File: src/rtl/usb_pkg.sv
// ---------------------------------------------------------------------------
// usb_pkg
// Shared types and constants for the USB transmit serialiser.
//   tx_state_t         : transmitter FSM states
//   J / K / SE0        : bus line states encoded as {dp, dm}
//   *_DEF              : default values for the serialiser parameters
// ---------------------------------------------------------------------------
package usb_pkg;

    typedef enum logic [2:0] {
        IDLE    = 3'd0,
        SYNC    = 3'd1,
        DATA    = 3'd2,
        STUFF   = 3'd3,
        EOP_SE0 = 3'd4,
        EOP_J   = 3'd5
    } tx_state_t;

    localparam logic [1:0] J   = 2'b10;
    localparam logic [1:0] K   = 2'b01;
    localparam logic [1:0] SE0 = 2'b00;

    localparam int SYNC_BITS_DEF      = 8;
    localparam int STUFF_LIMIT_DEF    = 6;
    localparam int EOP_SE0_CYCLES_DEF = 2;

endpackage

File: src/rtl/usb_nrzi_enc.sv
// ---------------------------------------------------------------------------
// usb_nrzi_enc
// NRZI line encoder with registered bus outputs. Holds the current NRZI
// level and the {dp, dm, out_en} output registers; every value appears on
// the wires the cycle after the edge that encoded it.
// Ports:
//   clk, rst     : clock and asynchronous active-high reset
//   nrz_bit      : unencoded bit to emit when bit_en is set
//   bit_en       : encode nrz_bit this cycle (0 = hold the line level)
//   force_se0    : drive SE0, NRZI level untouched
//   force_j      : drive J and reset the NRZI level to J
//   drive        : host owns the bus (becomes out_en)
//   dp, dm       : D+ / D- wire values
//   out_en       : output enable for the bus drivers
// ---------------------------------------------------------------------------
module usb_nrzi_enc
    import usb_pkg::*;
(
    input  logic clk,
    input  logic rst,
    input  logic nrz_bit,
    input  logic bit_en,
    input  logic force_se0,
    input  logic force_j,
    input  logic drive,
    output logic dp,
    output logic dm,
    output logic out_en
);

    // level = 1 means the line idles at J, 0 means K
    logic       level;
    logic       level_next;
    logic [1:0] line;

    // NRZI: a zero toggles the level, a one holds it
    assign level_next = nrz_bit ? level : ~level;

    always_ff @(posedge clk or posedge rst) begin
        if (rst) begin
            level  <= 1'b1;
            line   <= J;
            out_en <= 1'b0;
        end else begin
            out_en <= drive;
            if (force_se0) begin
                line <= SE0;
            end else if (force_j) begin
                level <= 1'b1;
                line  <= J;
            end else if (bit_en) begin
                level <= level_next;
                line  <= level_next ? J : K;
            end else begin
                line <= level ? J : K;
            end
        end
    end

    assign dp = line[1];
    assign dm = line[0];

endmodule

File: src/rtl/usb_tx_bitstuff_nrzi.sv
// ---------------------------------------------------------------------------
// usb_tx_bitstuff_nrzi
// Transmit-side serialiser: takes a bit-serial packet body (LSB-first) over
// a valid/ready handshake, prepends SYNC, bit-stuffs, NRZI-encodes and
// appends EOP (SE0 x EOP_SE0_CYCLES, then J). One bit time per clk.
// Ports:
//   clk, rst   : clock and asynchronous active-high reset
//   in_bit     : next unencoded packet bit
//   in_valid   : in_bit valid; starts a packet when idle
//   in_last    : in_bit is the final packet bit
//   in_ready   : bit accepted on this edge when in_valid is high
//   dp, dm     : D+ / D- lines (registered)
//   out_en     : host driving the bus (registered)
//   busy       : transmitter not idle
//   underrun   : one-cycle pulse when in_valid dropped mid-packet
//
// state   | meaning
// IDLE    | bus released, line at J, waiting for in_valid
// SYNC    | emitting SYNC_BITS-1 zeros then a one
// DATA    | accepting and encoding packet bits
// STUFF   | emitting an inserted zero after STUFF_LIMIT ones
// EOP_SE0 | driving SE0
// EOP_J   | driving J for one bit time, then release
// ---------------------------------------------------------------------------
module usb_tx_bitstuff_nrzi
    import usb_pkg::*;
#(
    parameter int SYNC_BITS      = SYNC_BITS_DEF,
    parameter int STUFF_LIMIT    = STUFF_LIMIT_DEF,
    parameter int EOP_SE0_CYCLES = EOP_SE0_CYCLES_DEF
) (
    input  logic clk,
    input  logic rst,
    input  logic in_bit,
    input  logic in_valid,
    input  logic in_last,
    output logic in_ready,
    output logic dp,
    output logic dm,
    output logic out_en,
    output logic busy,
    output logic underrun
);

    localparam int MAX_CNT = (SYNC_BITS > EOP_SE0_CYCLES) ? SYNC_BITS : EOP_SE0_CYCLES;
    localparam int CNT_W   = $clog2(MAX_CNT) + 1;

    localparam logic [CNT_W-1:0] SYNC_END = CNT_W'(SYNC_BITS - 1);
    localparam logic [CNT_W-1:0] SE0_END  = CNT_W'(EOP_SE0_CYCLES - 1);
    localparam logic [2:0]       ONES_MAX = 3'(STUFF_LIMIT);

    tx_state_t        state;
    logic [CNT_W-1:0] cnt;
    logic [2:0]       ones;
    logic [2:0]       ones_inc;
    logic             last_pend;

    logic enc_bit;
    logic enc_bit_en;
    logic enc_se0;
    logic enc_j;
    logic enc_drive;

    assign in_ready = (state == DATA);
    assign busy     = (state != IDLE);
    assign ones_inc = ones + 3'd1;

    always_ff @(posedge clk or posedge rst) begin
        if (rst) begin
            state     <= IDLE;
            cnt       <= '0;
            ones      <= 3'd0;
            last_pend <= 1'b0;
            underrun  <= 1'b0;
        end else begin
            underrun <= 1'b0;
            case (state)
                IDLE: begin
                    cnt       <= '0;
                    ones      <= 3'd0;
                    last_pend <= 1'b0;
                    if (in_valid) begin
                        state <= SYNC;
                    end
                end
                SYNC: begin
                    if (cnt == SYNC_END) begin
                        cnt   <= '0;
                        // the trailing SYNC one starts the run of ones
                        ones  <= 3'd1;
                        state <= DATA;
                    end else begin
                        cnt <= cnt + 1'b1;
                    end
                end
                DATA: begin
                    if (!in_valid) begin
                        underrun <= 1'b1;
                        ones     <= 3'd0;
                        state    <= EOP_SE0;
                    end else if (in_bit) begin
                        ones <= ones_inc;
                        if (ones_inc == ONES_MAX) begin
                            // remember in_last so EOP follows the stuffed zero
                            last_pend <= in_last;
                            state     <= STUFF;
                        end else if (in_last) begin
                            state <= EOP_SE0;
                        end
                    end else begin
                        ones <= 3'd0;
                        if (in_last) begin
                            state <= EOP_SE0;
                        end
                    end
                end
                STUFF: begin
                    ones      <= 3'd0;
                    last_pend <= 1'b0;
                    state     <= last_pend ? EOP_SE0 : DATA;
                end
                EOP_SE0: begin
                    if (cnt == SE0_END) begin
                        cnt   <= '0;
                        state <= EOP_J;
                    end else begin
                        cnt <= cnt + 1'b1;
                    end
                end
                EOP_J: begin
                    state <= IDLE;
                end
                default: begin
                    state <= IDLE;
                end
            endcase
        end
    end

    always_comb begin
        enc_bit    = 1'b0;
        enc_bit_en = 1'b0;
        enc_se0    = 1'b0;
        enc_j      = 1'b0;
        enc_drive  = 1'b0;
        case (state)
            IDLE: begin
                enc_j = 1'b1;
            end
            SYNC: begin
                enc_bit    = (cnt == SYNC_END);
                enc_bit_en = 1'b1;
                enc_drive  = 1'b1;
            end
            DATA: begin
                // an underrun cycle emits nothing; the line holds its level
                enc_bit    = in_bit;
                enc_bit_en = in_valid;
                enc_drive  = 1'b1;
            end
            STUFF: begin
                enc_bit    = 1'b0;
                enc_bit_en = 1'b1;
                enc_drive  = 1'b1;
            end
            EOP_SE0: begin
                enc_se0   = 1'b1;
                enc_drive = 1'b1;
            end
            EOP_J: begin
                enc_j     = 1'b1;
                enc_drive = 1'b1;
            end
            default: begin
                enc_j = 1'b1;
            end
        endcase
    end

    usb_nrzi_enc u_nrzi_enc (
        .clk       (clk),
        .rst       (rst),
        .nrz_bit   (enc_bit),
        .bit_en    (enc_bit_en),
        .force_se0 (enc_se0),
        .force_j   (enc_j),
        .drive     (enc_drive),
        .dp        (dp),
        .dm        (dm),
        .out_en    (out_en)
    );

endmodule

File: config.mk
export PLATFORM = sky130hd
export DESIGN_NAME = usb_tx_bitstuff_nrzi
export DESIGN_NICKNAME = d
export VERILOG_FILES = /design/src/rtl/usb_pkg.sv /design/src/rtl/usb_nrzi_enc.sv /design/src/rtl/usb_tx_bitstuff_nrzi.sv
export SDC_FILE = /design/constraint.sdc
export NUM_CORES = 1
export LEC_CHECK = 0
export CORE_MARGIN = 2
export CORE_UTILIZATION = 53
export CTS_CLUSTER_DIAMETER = 40
export DETAILED_ROUTE_END_ITERATION = 7
export PLACE_DENSITY = 0.78
export SLEW_MARGIN = 25
export SYNTH_ARGS = -nofsm -noshare
export SYNTH_HDL_FRONTEND = slang
export SYNTH_SLANG_ARGS = --single-unit
File: constraint.sdc
create_clock -name clk -period 2 [get_ports clk]
set_input_delay 0.4 -clock clk [delete_from_list [all_inputs] [get_ports clk]]
set_output_delay 0.4 -clock clk [all_outputs]
set_load 0.02 [all_outputs]
## Yosys cells after proc, flatten, opt, wreduce, memory -nomap -nowiden

Index checks and enable logic that the tools add are counted.

- Register bits: 16

- Mux-type cells: 34
- Reduce and logical (&&, ||, !) cells: 13
- $add $sub $neg: 2
- Bitwise logic cells: 2
- Eq/ne operators: 15

Operators by type and width:

| cell | count |
|---|---|
| 3-bit 2-to-1 mux | 11 |
| 3-bit one-hot mux with 5 select lines | 1 |
| 4-bit one-hot mux with 3 select lines | 1 |
| 1-bit 2-to-1 mux | 10 |
| 2-bit 2-to-1 mux | 5 |
| 2-bit != test, second input constant | 5 |
| 3-bit == test, second input constant | 3 |
| 3-bit one-hot mux with 3 select lines | 1 |
| 3-bit nonzero test | 3 |
| 4-bit 2-to-1 mux | 2 |
| 3-bit by 2-bit == test with 1-bit output, second input constant | 2 |
| 1-bit one-hot mux with 2 select lines | 3 |
| 5-bit OR reduction | 1 |
| 4-bit by 1-bit adder with 4-bit output, second input constant | 1 |
| 4-bit by 1-bit == test with 1-bit output, second input constant | 1 |
| 4-bit by 3-bit == test with 1-bit output, second input constant | 1 |
| 2-bit by 1-bit != test with 1-bit output, second input constant | 2 |
| 2-bit AND reduction | 2 |
| 4-bit AND reduction | 1 |
| 2-bit OR reduction | 2 |
| 4-bit OR reduction | 1 |
| 3-bit by 1-bit adder with 3-bit output, second input constant | 1 |
| 3-bit by 1-bit == test with 1-bit output, second input constant | 1 |
| 3-bit logical NOT | 1 |
| other kinds (3) | 4 |

## Depth between registers and ports, before layout

- Depth after elaboration: 7
- Mapped depth: 5

## Cells and area by module

Synthesis repeated with hierarchy kept, for this count alone.

- Cells, all modules: 99
- Area total of the unflattened synthesis: 928.4 µm²

By module, submodules not included:

| module | cells an instance | times used | area an instance (µm²) | sequential area each (µm²) |
|---|---|---|---|---|
| usb_tx_bitstuff_nrzi | 86 | 1 | 760.7 | 300.3 |
| usb_nrzi_enc | 13 | 1 | 167.7 | 102.6 |

## Least setup slack after synthesis

OpenSTA, ideal clock, no wires.

- Kind: reg2reg
- From: reg cnt[0]
- To: reg u_nrzi_enc.line[0]
- Data arrival time: 1.496 ns
- Data required time: 1.912 ns
- Path slack: 0.416 ns
- Library setup time: 0.088 ns
- Period minus slack after synthesis: 1.584 ns
- Stages on the path, launching flop included: 6
- Path through: dfrtp_1 > ha_1 > and3b_1 > a2111oi_2 > xnor2_1 > nor3b_1

- Cells in the longest elaborated chain, start to end: 7

RTL lines:

| item | line | text |
|---|---|---|
| start: declaration | usb_tx_bitstuff_nrzi.sv:53 | `logic [CNT_W-1:0] cnt;` |
| start signal: assignment | usb_tx_bitstuff_nrzi.sv:93 | `cnt <= cnt + 1'b1;` |
| start signal: assignment | usb_tx_bitstuff_nrzi.sv:127 | `cnt <= cnt + 1'b1;` |
| 4-bit by 3-bit == test with 1-bit output | usb_tx_bitstuff_nrzi.sv:151 | `enc_bit = (cnt == SYNC_END);` |
| 1-bit one-hot mux with 2 select lines | usb_tx_bitstuff_nrzi.sv:146 | `case (state)` |
| 1-bit 2-to-1 mux | usb_nrzi_enc.sv:37 | `assign level_next = nrz_bit ? level : ~level;` |
| 2-bit 2-to-1 mux | usb_nrzi_enc.sv:53 | `line <= level_next ? J : K;` |
| 2-bit 2-to-1 mux | usb_nrzi_enc.sv:51 | `end else if (bit_en) begin` |
| 2-bit 2-to-1 mux | usb_nrzi_enc.sv:48 | `end else if (force_j) begin` |
| 2-bit 2-to-1 mux | usb_nrzi_enc.sv:46 | `if (force_se0) begin` |
| end signal: assignment | usb_nrzi_enc.sv:53 |  |
| end signal: assignment | usb_nrzi_enc.sv:55 | `line <= level ? J : K;` |
| end: declaration | usb_nrzi_enc.sv:34 | `logic [1:0] line;` |

No other way between the ends.
A chain may end at the register's enable or synchronous reset.

## Worst setup path after layout

- From: reg state[1]
- To: out busy

- Cells in the longest elaborated chain, start to end: 1

RTL lines:

| item | line | text |
|---|---|---|
| start: declaration | usb_tx_bitstuff_nrzi.sv:52 | `tx_state_t state;` |
| start signal: assignment | usb_tx_bitstuff_nrzi.sv:120 | `state <= last_pend ? EOP_SE0 : DATA;` |
| 3-bit nonzero test | usb_tx_bitstuff_nrzi.sv:65 | `assign busy = (state != IDLE);` |
| end: declaration | usb_tx_bitstuff_nrzi.sv:41 | `output logic busy,` |

No other way between the ends.

==> impl_metrics.csv <==
group,metric,value,unit
final_layout,area_growth_syn_to_layout,19.9,%
global_route,gr-total-overflow,0,
synthesis,synth_cells,98,
cts,h-tree-depth,1,
final_layout,finalNetCount,125,
power_and_ir_drop,netSwitchingFraction,41.9,%
synthesis,yosys_register_bits,16,
final_layout,antenna-diode-count,0,
cts,ctsRootBufferMaster,"clkbuf_4",
synthesis,synthesis.nets,107,
timing,setup_viol,0,
final_layout,layout_common_cells,"14 x dfrtp_1, 9 x a21oi_1, 9 x inv_1",
timing,final_max_slew_viol_count,0,
global_route,antenna_found_initial,0,
floorplanning,placementRows,15,
timing,max_freq,550,MHz
global_route,first_global_vias,762,
place,post-place-ws,79.6,ps
route,via_per_inst,6.22,
power_and_ir_drop,p_clk_share,13.0,%
final_layout,final_common_cell,"dfrtp_1",
route,dr.pass1.iters,4,
cts,clk_pin_slew_worst_paths,100,ps
power_and_ir_drop,power_switching,0.700,mW
worst_setup_path,path_class,"reg2out",
place,post-place-cells,128,
power_and_ir_drop,power,1.67,mW
final_layout,nFillCells,135,
power_and_ir_drop,vdd_drop_max,0.000805,V
job,max_cap_violations,0,
synthesis,ys_warn_count,0,
cts,numCtsBuffers,3,
synthesis,ys_seq_area_share,43.6,%
route,drt-initial-drc-count,15,
timing,fin_crit_sh,90.9,%
final_layout,fin_cells,132,
synthesis,synthFlopType,"dfrtp_1",
route,wl,1.93,mm
synthesis,async_flop_share,100,%
timing,finalClockSkew,7.65,ps
route,drc,0,
timing,final_hold_viol_count,0,
cts,clock_path_buffers,2,
synthesis,synth_edf_count,0,
worst_setup_path,critPathSlowestCell,"dfrtp_1",
floorplanning,start_util,54.7,%
final_layout,post-route-util,65.6,%
timing,timing.setup.tns,0,ps
power_and_ir_drop,p_per_area,1510,nW/um^2
cts,cts_hold_buf,0,
worst_setup_path,arrival,1420,ps
worst_setup_path,cp_max_fo,8,
timing,rsz0062_at_grt,"no",
place,dp_hpwl,1.47,mm
place,gp_congestion,0.866,
worst_setup_path,rr_worst_depth,5,
synthesis,avgSynthCellArea,9.42,um^2
power_and_ir_drop,p_int,0.973,mW
timing,worst_slack,182,ps
worst_setup_path,path_buf_inv,1,
global_route,grtUsageTotal,22.9,%
synthesis,synth.distinct_cells,37,
floorplanning,die_w,45.7,um
worst_setup_path,cp_slowest_stage_delay,460,ps
floorplanning,die_h,45.7,um
worst_hold_path,hold_class,"in2async",
synthesis,synth_area,923,um^2
route,vias,821,
place,io_buffers,10,
final_layout,final_layout_size_suffix_gt1_share,13.9,%
worst_setup_path,r2r_slack,220,ps
route,antenna_left,0,
floorplanning,fp.coreArea,1690,um^2
worst_setup_path,path_cells,"nor2_1 -> nand2_1 -> dlygate4sd2_1",
power_and_ir_drop,seqPwrFrac,33.4,%
power_and_ir_drop,p_comb_share,53.6,%
cts,cts_tree,"done",
worst_setup_path,end_kind,"output pin",
worst_setup_path,reg2reg_from,"cnt[0]",
timing,slew_headroom,61.3,%
cts,cts_sinks,16,
global_route,grt_pass1_wl,3.36,mm
route,wl_per_cell,14.6,um
global_route,grt_max_degree,17,
floorplanning,die-area,2090,um^2
cts,insertion_delay,300,ps
worst_setup_path,cp_top_family,"flip-flops",
floorplanning,pin_count,11,
worst_setup_path,rr_endpoint,"u_nrzi_enc.line[0]",
worst_setup_path,worstPathRequired,1600,ps
power_and_ir_drop,leakage,0.497,nW
worst_setup_path,worst_setup_path_start_kind,"register",
timing,fin_crit,1820,ps
run_status,status,"completed",
timing,worst_pin_slew,580,ps
[metrics by stage]
step,instance area (um^2),hold WS (ps)
3_5_place_dp,1070,510
6_report,1110,449
5_1_grt,1110,514
2_1_floorplan,923,312
4_1_cts,1110,476
3_3_place_gp,1070,503
[state kept, by name, summed over array words and instances (netlist names)]
signal / flops
u_nrzi_enc.out_en: 1
u_nrzi_enc.level: 1
underrun: 1
state: 3
u_nrzi_enc.line: 2
cnt: 4
ones: 3
last_pend: 1
[area by class of cell]
class,instances,area [um^2],area share (%)
multi-input cells,70,470,42.5
flip-flops and latches,16,403,36.4
repair buffers,16,143,12.9
clock buffers,4,36.3,3.28
inverters,9,33.8,3.05
well taps,17,21.3,1.92
[power groups by stage]
| stage | registers [mW] | clock network (mW) | logic, mW |
|---|---|---|---|
| after floorplan | 0.584 | 0 | 0.589 |
| after global placement | 0.561 | 0 | 0.883 |
| after detailed placement | 0.564 | 0 | 0.905 |
| after CTS | 0.557 | 0.224 | 0.896 |
| after global routing | 0.569 | 0.241 | 0.998 |
| final | 0.558 | 0.218 | 0.897 |
[worst max path at each step]
stage,startpoint,to,slack [ps],cells past startpoint
2_1_floorplan,cnt[0],u_nrzi_enc.line[0],420,5
3_3_place_gp,in_bit,u_nrzi_enc.line[0],190,5
3_5_place_dp,in_bit,u_nrzi_enc.line[0],80,5
4_1_cts,state[1],busy,190,3
5_1_grt,cnt[0],u_nrzi_enc.line[0],40,5
6_report,state[1],busy,180,3
[synthesized netlist by cell type (all sizes together) (2+ instances only)]
master / number / area share (%)
a21boi: 2 / 1.6
a21oi: 9 / 4.9
a31oi: 2 / 1.4
buf: 2 / 1.4
dfrtp: 14 / 38
dfstp: 2 / 5.7
ha: 4 / 5.4
inv: 9 / 3.7
nand2: 5 / 2.0
nand3: 4 / 2.2
nor2: 8 / 3.3
nor3: 2 / 1.1
nor3b: 3 / 3.0
o21ai: 6 / 3.3
o22ai: 4 / 2.7
xnor2: 3 / 2.8
[per-layer routing]
| metal | global-route usage, % | wire, um |
|---|---|---|
| met5 | 0 | 0 |
| met4 | 13.1 | 56 |
| met3 | 4.76 | 72 |
| met2 | 36.6 | 949 |
| met1 | 28.3 | 853 |
[timing repair]
action	CTS	global route
setup buffers	0	0
gates resized for setup	2	0
setup endpoints to repair	2	0
[cells by family (layout without fill, tap and decap cells)]
kind of cell	after synthesis	after routing	synth area share, %
flip-flops	16	16	43.6
AND/OR/NAND/NOR	30	30	18.4
AO/OA/AOI/OAI	31	31	22.1
multiplexers	1	1	1.22
XOR/XNOR	4	4	3.79
buffers and inverters	12	29	5.42
adder cells (fa/ha/maj)	4	4	5.42
Note: power is estimated with default switching activity, not from simulation.
